File: config.mk
export PLATFORM = sky130hd
export DESIGN_NAME = seg_scroll_ctrl_flat
export DESIGN_NICKNAME = d
export VERILOG_FILES = /design/src/rtl/seg_scroll_ctrl_if.sv /design/src/rtl/seg_scroll_ctrl.sv /design/src/flat_wrapper.sv
export SDC_FILE = /design/constraint.sdc
export NUM_CORES = 1
export LEC_CHECK = 0
export CAP_MARGIN = 10
export CORE_ASPECT_RATIO = 1.2
export CORE_MARGIN = 2
export CORE_UTILIZATION = 40
export DETAILED_ROUTE_END_ITERATION = 10
export PLACE_DENSITY_LB_ADDON = 0.12
export SYNTH_ARGS = -nofsm -noshare
export SYNTH_HDL_FRONTEND = slang
export SYNTH_SLANG_ARGS = --single-unit
export TNS_END_PERCENT = 50
File: constraint.sdc
create_clock -name clk -period 4 [get_ports clk]
set_clock_uncertainty 0.15 [all_clocks]
set_input_delay 0.8 -clock clk [delete_from_list [all_inputs] [get_ports clk]]
set_output_delay 0.8 -clock clk [all_outputs]
set_load 0.01 [all_outputs]
File: src/rtl/seg_scroll_ctrl_if.sv
// Display-controller interface: load handshake from the requester and the
// registered per-position digit codes / blank mask toward the segment decoder.
// Optional blink_en signal present only when SEG_BLINK_EN is defined.
interface seg_scroll_ctrl_if;
    logic        in_valid;
    logic        in_ready;
    logic [31:0] in_data;
    logic        in_scroll;
    logic        stop;
    logic [31:0] dig_code;
    logic [7:0]  dig_blank;
    logic        busy;
`ifdef SEG_BLINK_EN
    logic        blink_en;
`endif

    modport master (
        output in_valid, in_data, in_scroll, stop,
`ifdef SEG_BLINK_EN
        output blink_en,
`endif
        input  in_ready, dig_code, dig_blank, busy
    );

    modport slave (
        input  in_valid, in_data, in_scroll, stop,
`ifdef SEG_BLINK_EN
        input  blink_en,
`endif
        output in_ready, dig_code, dig_blank, busy
    );
endinterface

File: src/rtl/seg_scroll_ctrl.sv
// Eight-digit seven-segment sequencer. Latches an 8-nibble word and either shows
// it statically or scrolls it in from the right, one position per prescaler tick.
// Optional feature macro SEG_BLINK_EN: blink the static display using the prescaler.
//
// state  | meaning
// IDLE   | after reset, display blanked, waiting for first word
// STATIC | word in buffer shown in full (optionally blinking)
// SCROLL | word sliding in from the right, step k = 0..15
module seg_scroll_ctrl #(
    parameter int TICK_DIV = 5000000
) (
    input  logic              clk,
    input  logic              rst,
    seg_scroll_ctrl_if.slave  disp
);
    localparam int PW = $clog2(TICK_DIV);
    localparam logic [PW-1:0] PRE_MAX = PW'(TICK_DIV - 1);

    typedef enum logic [1:0] {
        ST_IDLE   = 2'd0,
        ST_STATIC = 2'd1,
        ST_SCROLL = 2'd2
    } state_t;

    state_t        state, nxt_state;
    logic [31:0]   data_buf, nxt_buf;
    logic [3:0]    step_k, nxt_k;
    logic [PW-1:0] pre_cnt, nxt_pre;
    logic          tick;
    logic [31:0]   view_code;
    logic [7:0]    view_blank;
`ifdef SEG_BLINK_EN
    logic          phase, nxt_phase;
`endif

    // Scroll window: position p shows buffer digit p+8-k when that digit exists.
    function automatic logic [39:0] scroll_view(input logic [31:0] word, input logic [3:0] k);
        logic [31:0] code;
        logic [7:0]  blank;
        int          d;
        code  = '0;
        blank = '1;
        for (int p = 0; p < 8; p++) begin
            d = p + 8 - int'(k);
            if (d >= 0 && d <= 7) begin
                code[p*4 +: 4] = word[d*4 +: 4];
                blank[p]       = 1'b0;
            end
        end
        return {blank, code};
    endfunction

    assign tick = (pre_cnt == PRE_MAX);

    // Next-state logic: handshake, scroll stepping, stop, optional blink phase.
    always_comb begin
        nxt_state = state;
        nxt_buf   = data_buf;
        nxt_k     = step_k;
        nxt_pre   = pre_cnt;
`ifdef SEG_BLINK_EN
        nxt_phase = phase;
`endif
        unique case (state)
            ST_IDLE, ST_STATIC: begin
                if (disp.in_valid) begin
                    nxt_buf   = disp.in_data;
                    nxt_k     = '0;
                    nxt_pre   = '0;
                    nxt_state = disp.in_scroll ? ST_SCROLL : ST_STATIC;
`ifdef SEG_BLINK_EN
                    nxt_phase = 1'b0;
`endif
                end
`ifdef SEG_BLINK_EN
                else if (state == ST_STATIC) begin
                    if (!disp.blink_en) begin
                        nxt_pre   = '0;
                        nxt_phase = 1'b0;
                    end else if (tick) begin
                        nxt_pre   = '0;
                        nxt_phase = ~phase;
                    end else begin
                        nxt_pre   = pre_cnt + 1'b1;
                    end
                end
`endif
            end
            ST_SCROLL: begin
                // stop has priority over a tick landing in the same cycle
                if (disp.stop) begin
                    nxt_state = ST_STATIC;
                    nxt_k     = '0;
                    nxt_pre   = '0;
`ifdef SEG_BLINK_EN
                    nxt_phase = 1'b0;
`endif
                end else if (tick) begin
                    nxt_pre = '0;
                    if (step_k == 4'd15) begin
                        nxt_state = ST_STATIC;
                        nxt_k     = '0;
`ifdef SEG_BLINK_EN
                        nxt_phase = 1'b0;
`endif
                    end else begin
                        nxt_k = step_k + 4'd1;
                    end
                end else begin
                    nxt_pre = pre_cnt + 1'b1;
                end
            end
            default: nxt_state = ST_IDLE;
        endcase
    end

    // Display image for the upcoming state, so outputs track the state with no extra lag.
    always_comb begin
        view_code  = '0;
        view_blank = 8'hFF;
        unique case (nxt_state)
            ST_STATIC: begin
                view_code  = nxt_buf;
`ifdef SEG_BLINK_EN
                view_blank = nxt_phase ? 8'hFF : 8'h00;
`else
                view_blank = 8'h00;
`endif
            end
            ST_SCROLL: {view_blank, view_code} = scroll_view(nxt_buf, nxt_k);
            default: begin
                view_code  = '0;
                view_blank = 8'hFF;
            end
        endcase
    end

    // State, datapath and registered outputs.
    always_ff @(posedge clk or posedge rst) begin
        if (rst) begin
            state          <= ST_IDLE;
            data_buf       <= '0;
            step_k         <= '0;
            pre_cnt        <= '0;
            disp.dig_code  <= '0;
            disp.dig_blank <= 8'hFF;
            disp.in_ready  <= 1'b1;
            disp.busy      <= 1'b0;
`ifdef SEG_BLINK_EN
            phase          <= 1'b0;
`endif
        end else begin
            state          <= nxt_state;
            data_buf       <= nxt_buf;
            step_k         <= nxt_k;
            pre_cnt        <= nxt_pre;
            disp.dig_code  <= view_code;
            disp.dig_blank <= view_blank;
            disp.in_ready  <= (nxt_state != ST_SCROLL);
            disp.busy      <= (nxt_state == ST_SCROLL);
`ifdef SEG_BLINK_EN
            phase          <= nxt_phase;
`endif
        end
    end
endmodule

File: src/flat_wrapper.sv
// flat-port wrapper written by rule: the top's interface ports become plain ports
module seg_scroll_ctrl_flat 
#(
    parameter int TICK_DIV = 5000000
)
  (clk, rst, disp_in_valid, disp_in_data, disp_in_scroll, disp_stop, disp_in_ready, disp_dig_code, disp_dig_blank, disp_busy);
  seg_scroll_ctrl_if disp_i ();
  input  logic clk;
  input  logic rst;
  input wire logic [$bits(disp_i.in_valid)-1:0] disp_in_valid;
  input wire logic [$bits(disp_i.in_data)-1:0] disp_in_data;
  input wire logic [$bits(disp_i.in_scroll)-1:0] disp_in_scroll;
  input wire logic [$bits(disp_i.stop)-1:0] disp_stop;
  output wire logic [$bits(disp_i.in_ready)-1:0] disp_in_ready;
  output wire logic [$bits(disp_i.dig_code)-1:0] disp_dig_code;
  output wire logic [$bits(disp_i.dig_blank)-1:0] disp_dig_blank;
  output wire logic [$bits(disp_i.busy)-1:0] disp_busy;
  assign disp_i.in_valid = disp_in_valid;
  assign disp_i.in_data = disp_in_data;
  assign disp_i.in_scroll = disp_in_scroll;
  assign disp_i.stop = disp_stop;
  assign disp_in_ready = disp_i.in_ready;
  assign disp_dig_code = disp_i.dig_code;
  assign disp_dig_blank = disp_i.dig_blank;
  assign disp_busy = disp_i.busy;
  seg_scroll_ctrl #(.TICK_DIV(TICK_DIV)) u_core (.clk(clk), .rst(rst), .disp(disp_i));
endmodule
==> flow_summary.toml <==
[run_status]
run_status = "finished, final reports clean"

[logic_synthesis]
synth_warnings = 0
yosysUniqueCellTypes = 78
synth_nets = 589
syn_inst = 538
synthesis.area_um2 = 6060
synth_flop_cell = "dfrtp_1"
ys_ff_latch = 103
ys_seq_area_share_pct = 42.7
synthTopCellsByArea = "dfrtp_1, mux2i_1, mux4_2"
synth_edf_count = 0
synthArstFlopShare_pct = 100
synth_top_area_share_pct = 38.8
yosys.area.top_type = "dfrtp_1"
syn_avg_cell_area_um2 = 11.3

[clocking]
cts-root-buf = "clkbuf_16"
cts_buffers = 9
clock_latency_ps = 360
hold_buffers = 0
cts_sinks = 103
cts_resized = 0
cts_setup_buffers = 0
htree_levels = 3
cts_tree = "built"
clock_path_buffers = 2
path_clk_slew_ps = 80

[worst_setup_path]
start_kind = "flop"
path_class = "flop to flop"
end_kind = "flop"
cp.required_ps = 4080
r2r-start = "u_core.pre_cnt[10]$_DFFE_PP0P_"
regToRegSetupSlack_ps = 280
timing.reg2reg.worst_path_depth = 9
r2r_end = "u_core.disp.dig_code[31]$_DFF_PP0_"
arrival_ps = 3790
cp_max_fo = 9

[finish]
drive_gt1_share_pct = 20.1
final_cell_mix = "dfrtp_1, clkdlybuf4s50_1, mux2i_1, buf_4, inv_1"
nNetsFinal = 708
multiInputGateArea_um2 = 3150
layout_commonest_cell = "dfrtp_1"
seq_area_um2 = 2590
area_delta_synth_final_pct = 26.5
fill_cells = 1379
insertedDiodeCount = 0

[floorplan]
dieArea_um2 = 16200
io_pins = 79
core_area_um2 = 14900
fp-row-count = 49
die_w_um = 116
die_height_um = 139
start_util_pct = 40.7

[route]
vias_per_cell = 5.52
dr_wl_met3_um = 566
drc_errors = 0
firstDrtPassIters = 6
wire_per_inst_um = 19.9
wl_met2_mm = 9.09
drtAntennaViolNets = 0
num_vias = 4773
top_layer_used = "met4"
drt-met1-wl_mm = 6.99
wl_mm = 17.2
drt_iter0_markers = 195

[global_route]
globalRoute.totalOverflow = 0
grt_pass1_vias = 4988
gr-usage-all-layers_pct = 22.4
grt_max_degree = 57
grt_pass1_wl_mm = 27.3
antenna_found_initial = 0

[placed_design]
io_buffers = 78
hpwlAfterDp_mm = 13.1
preCtsSetupSlack_ps = 41.5
gp_routability_congestion = 0.903

[pwr]
ir_worst_vdd_mv = 0.186
pwr-share-seq_pct = 43.3
power.internal_mw = 1.94
p_sw_uw = 841
cellLeakagePower_nw = 3.49
power.share.clock_pct = 30.1
netSwitchingFraction_pct = 30.2
combPwrFrac_pct = 26.5
p_per_area_nw_per_um2 = 363

[run]
cap_violations = 0

[hold_path]
hp-start = "u_core.pre_cnt[2]$_DFFE_PP0P_"
whs_path_depth = 1
hold-path-endpoint = "u_core.pre_cnt[2]$_DFFE_PP0P_"
hp-class = "flop to flop"

[timing]
report.final.slew_viol_count = 0
tns_ps = 0
hold_viol_final = 0
maxSlewHeadroom_pct = 26.2
tightest_slew_ps = 1100
setup_viol = 0
fin_ws_ps = 283
min_period_over_period_pct = 92.9
finalCriticalPeriod_ps = 3720
rsz0062_at_grt = "false"
max_freq_mhz = 269
## routing by layer
metal / track usage (%) / up-vias
li1: - / 2215
met1: 28.0 / 2403
met2: 38.3 / 127
met3: 2.67 / 28
met4: 10.3 / 0
met5: 0 / -
## cells in the mapped netlist, drive strengths merged, types with 2 or more instances
master        n
inv          44
nor2b         5
nor2         28
buf          13
or2           2
a221o         5
a211oi        2
mux2         13
o211ai        4
dfstp         9
nor3          7
dlygate4sd3   2
a211o         2
or2b          2
o311a         3
xnor2         7
and3          6
a22o         20
ha           14
clkbuf        8
a31oi         4
nand3        10
o22ai         4
dfrtp        94
or3           8
xor2         11
nand4         9
o221ai        4
mux2i        54
and4          3
mux4         22
a21boi        2
nand2        32
o21ai        24
a21oi        34
nor4b         4
nand2b        3
## cells by family (layout without fill, tap and decap cells)
logic type	count (synthesis)	after routing	share of synthesized area, %
adders and majority gates	14	14	2.89
buffers and inverters	68	191	5.45
DFF	103	103	42.7
AOI/OAI and AO/OA	117	117	13.7
xor gates and xnor gates	18	18	3.03
and+or+nand+nor	129	129	12.5
muxes	89	89	19.8
## power groups by stage
stage | sequential [mW] | combinational, mW | clock, mW
detailed placement | 1.23 | 0.738 | 0
global route | 1.22 | 0.793 | 0.902
CTS | 1.21 | 0.743 | 0.864
floorplan | 1.25 | 0.366 | 0
global placement | 1.23 | 0.734 | 0
finish | 1.21 | 0.739 | 0.839
## flip-flops by register name, summed over array words and instances, names as in the netlist
| register | flops |
|---|---|
| u_core.data_buf | 32 |
| u_core.step_k | 4 |
| u_core.disp.dig_code | 32 |
| u_core.disp.busy | 1 |
| u_core.disp.dig_blank | 8 |
| u_core.disp.in_ready | 1 |
| u_core.pre_cnt | 23 |
| u_core.state | 2 |
## final cells by class
cell class,instances,share of cell area (%)
clock buffers,9,2.94
inverters,44,2.25
flip-flops and latches,103,33.8
multi-input cells,367,41.0
repair buffers,132,16.1
well taps,204,3.33
clock inverters,6,0.604
## metrics by stage
step / hold slack [ps] / util, % / power, mW / std cells / area (um^2)
floorplan: 312 / - / 1.61 / 538 / 6060
global placement: 338 / 49.7 / 1.96 / 850 / 7400
detailed placement: 348 / 49.7 / 1.97 / 850 / 7400
CTS: 361 / 51.5 / 2.81 / 865 / 7670
global route: 390 / 51.5 / 2.91 / 865 / 7670
finish: 364 / 51.5 / 2.79 / 865 / 7670
## how the worst max path moves through the flow
stage / startpoint / slack [ps] / endpoint / cells after the start
2_1_floorplan: disp_in_valid / 180 / u_core.disp.dig_code[10]$_DFF_PP0_ / 13
3_3_place_gp: disp_stop / 70 / u_core.disp.dig_code[24]$_DFF_PP0_ / 9
3_5_place_dp: disp_stop / 40 / u_core.disp.dig_code[27]$_DFF_PP0_ / 9
4_1_cts: u_core.pre_cnt[10]$_DFFE_PP0P_ / 290 / u_core.disp.dig_code[28]$_DFF_PP0_ / 9
5_1_grt: u_core.pre_cnt[10]$_DFFE_PP0P_ / 130 / u_core.disp.dig_code[31]$_DFF_PP0_ / 9
6_report: u_core.pre_cnt[10]$_DFFE_PP0P_ / 280 / u_core.disp.dig_code[31]$_DFF_PP0_ / 9
## critical path, stage by stage, from the launching register on
cell and delay, ps:
dfrtp_1 460, nor4b_4 450, nand2_1 270, or3_2 540, nor2b_1 150, o22a_1 210
ha_1 400, nand2b_1 510, nor2_1 110, a221o_1 330
(Power assumes the default switching activity.)
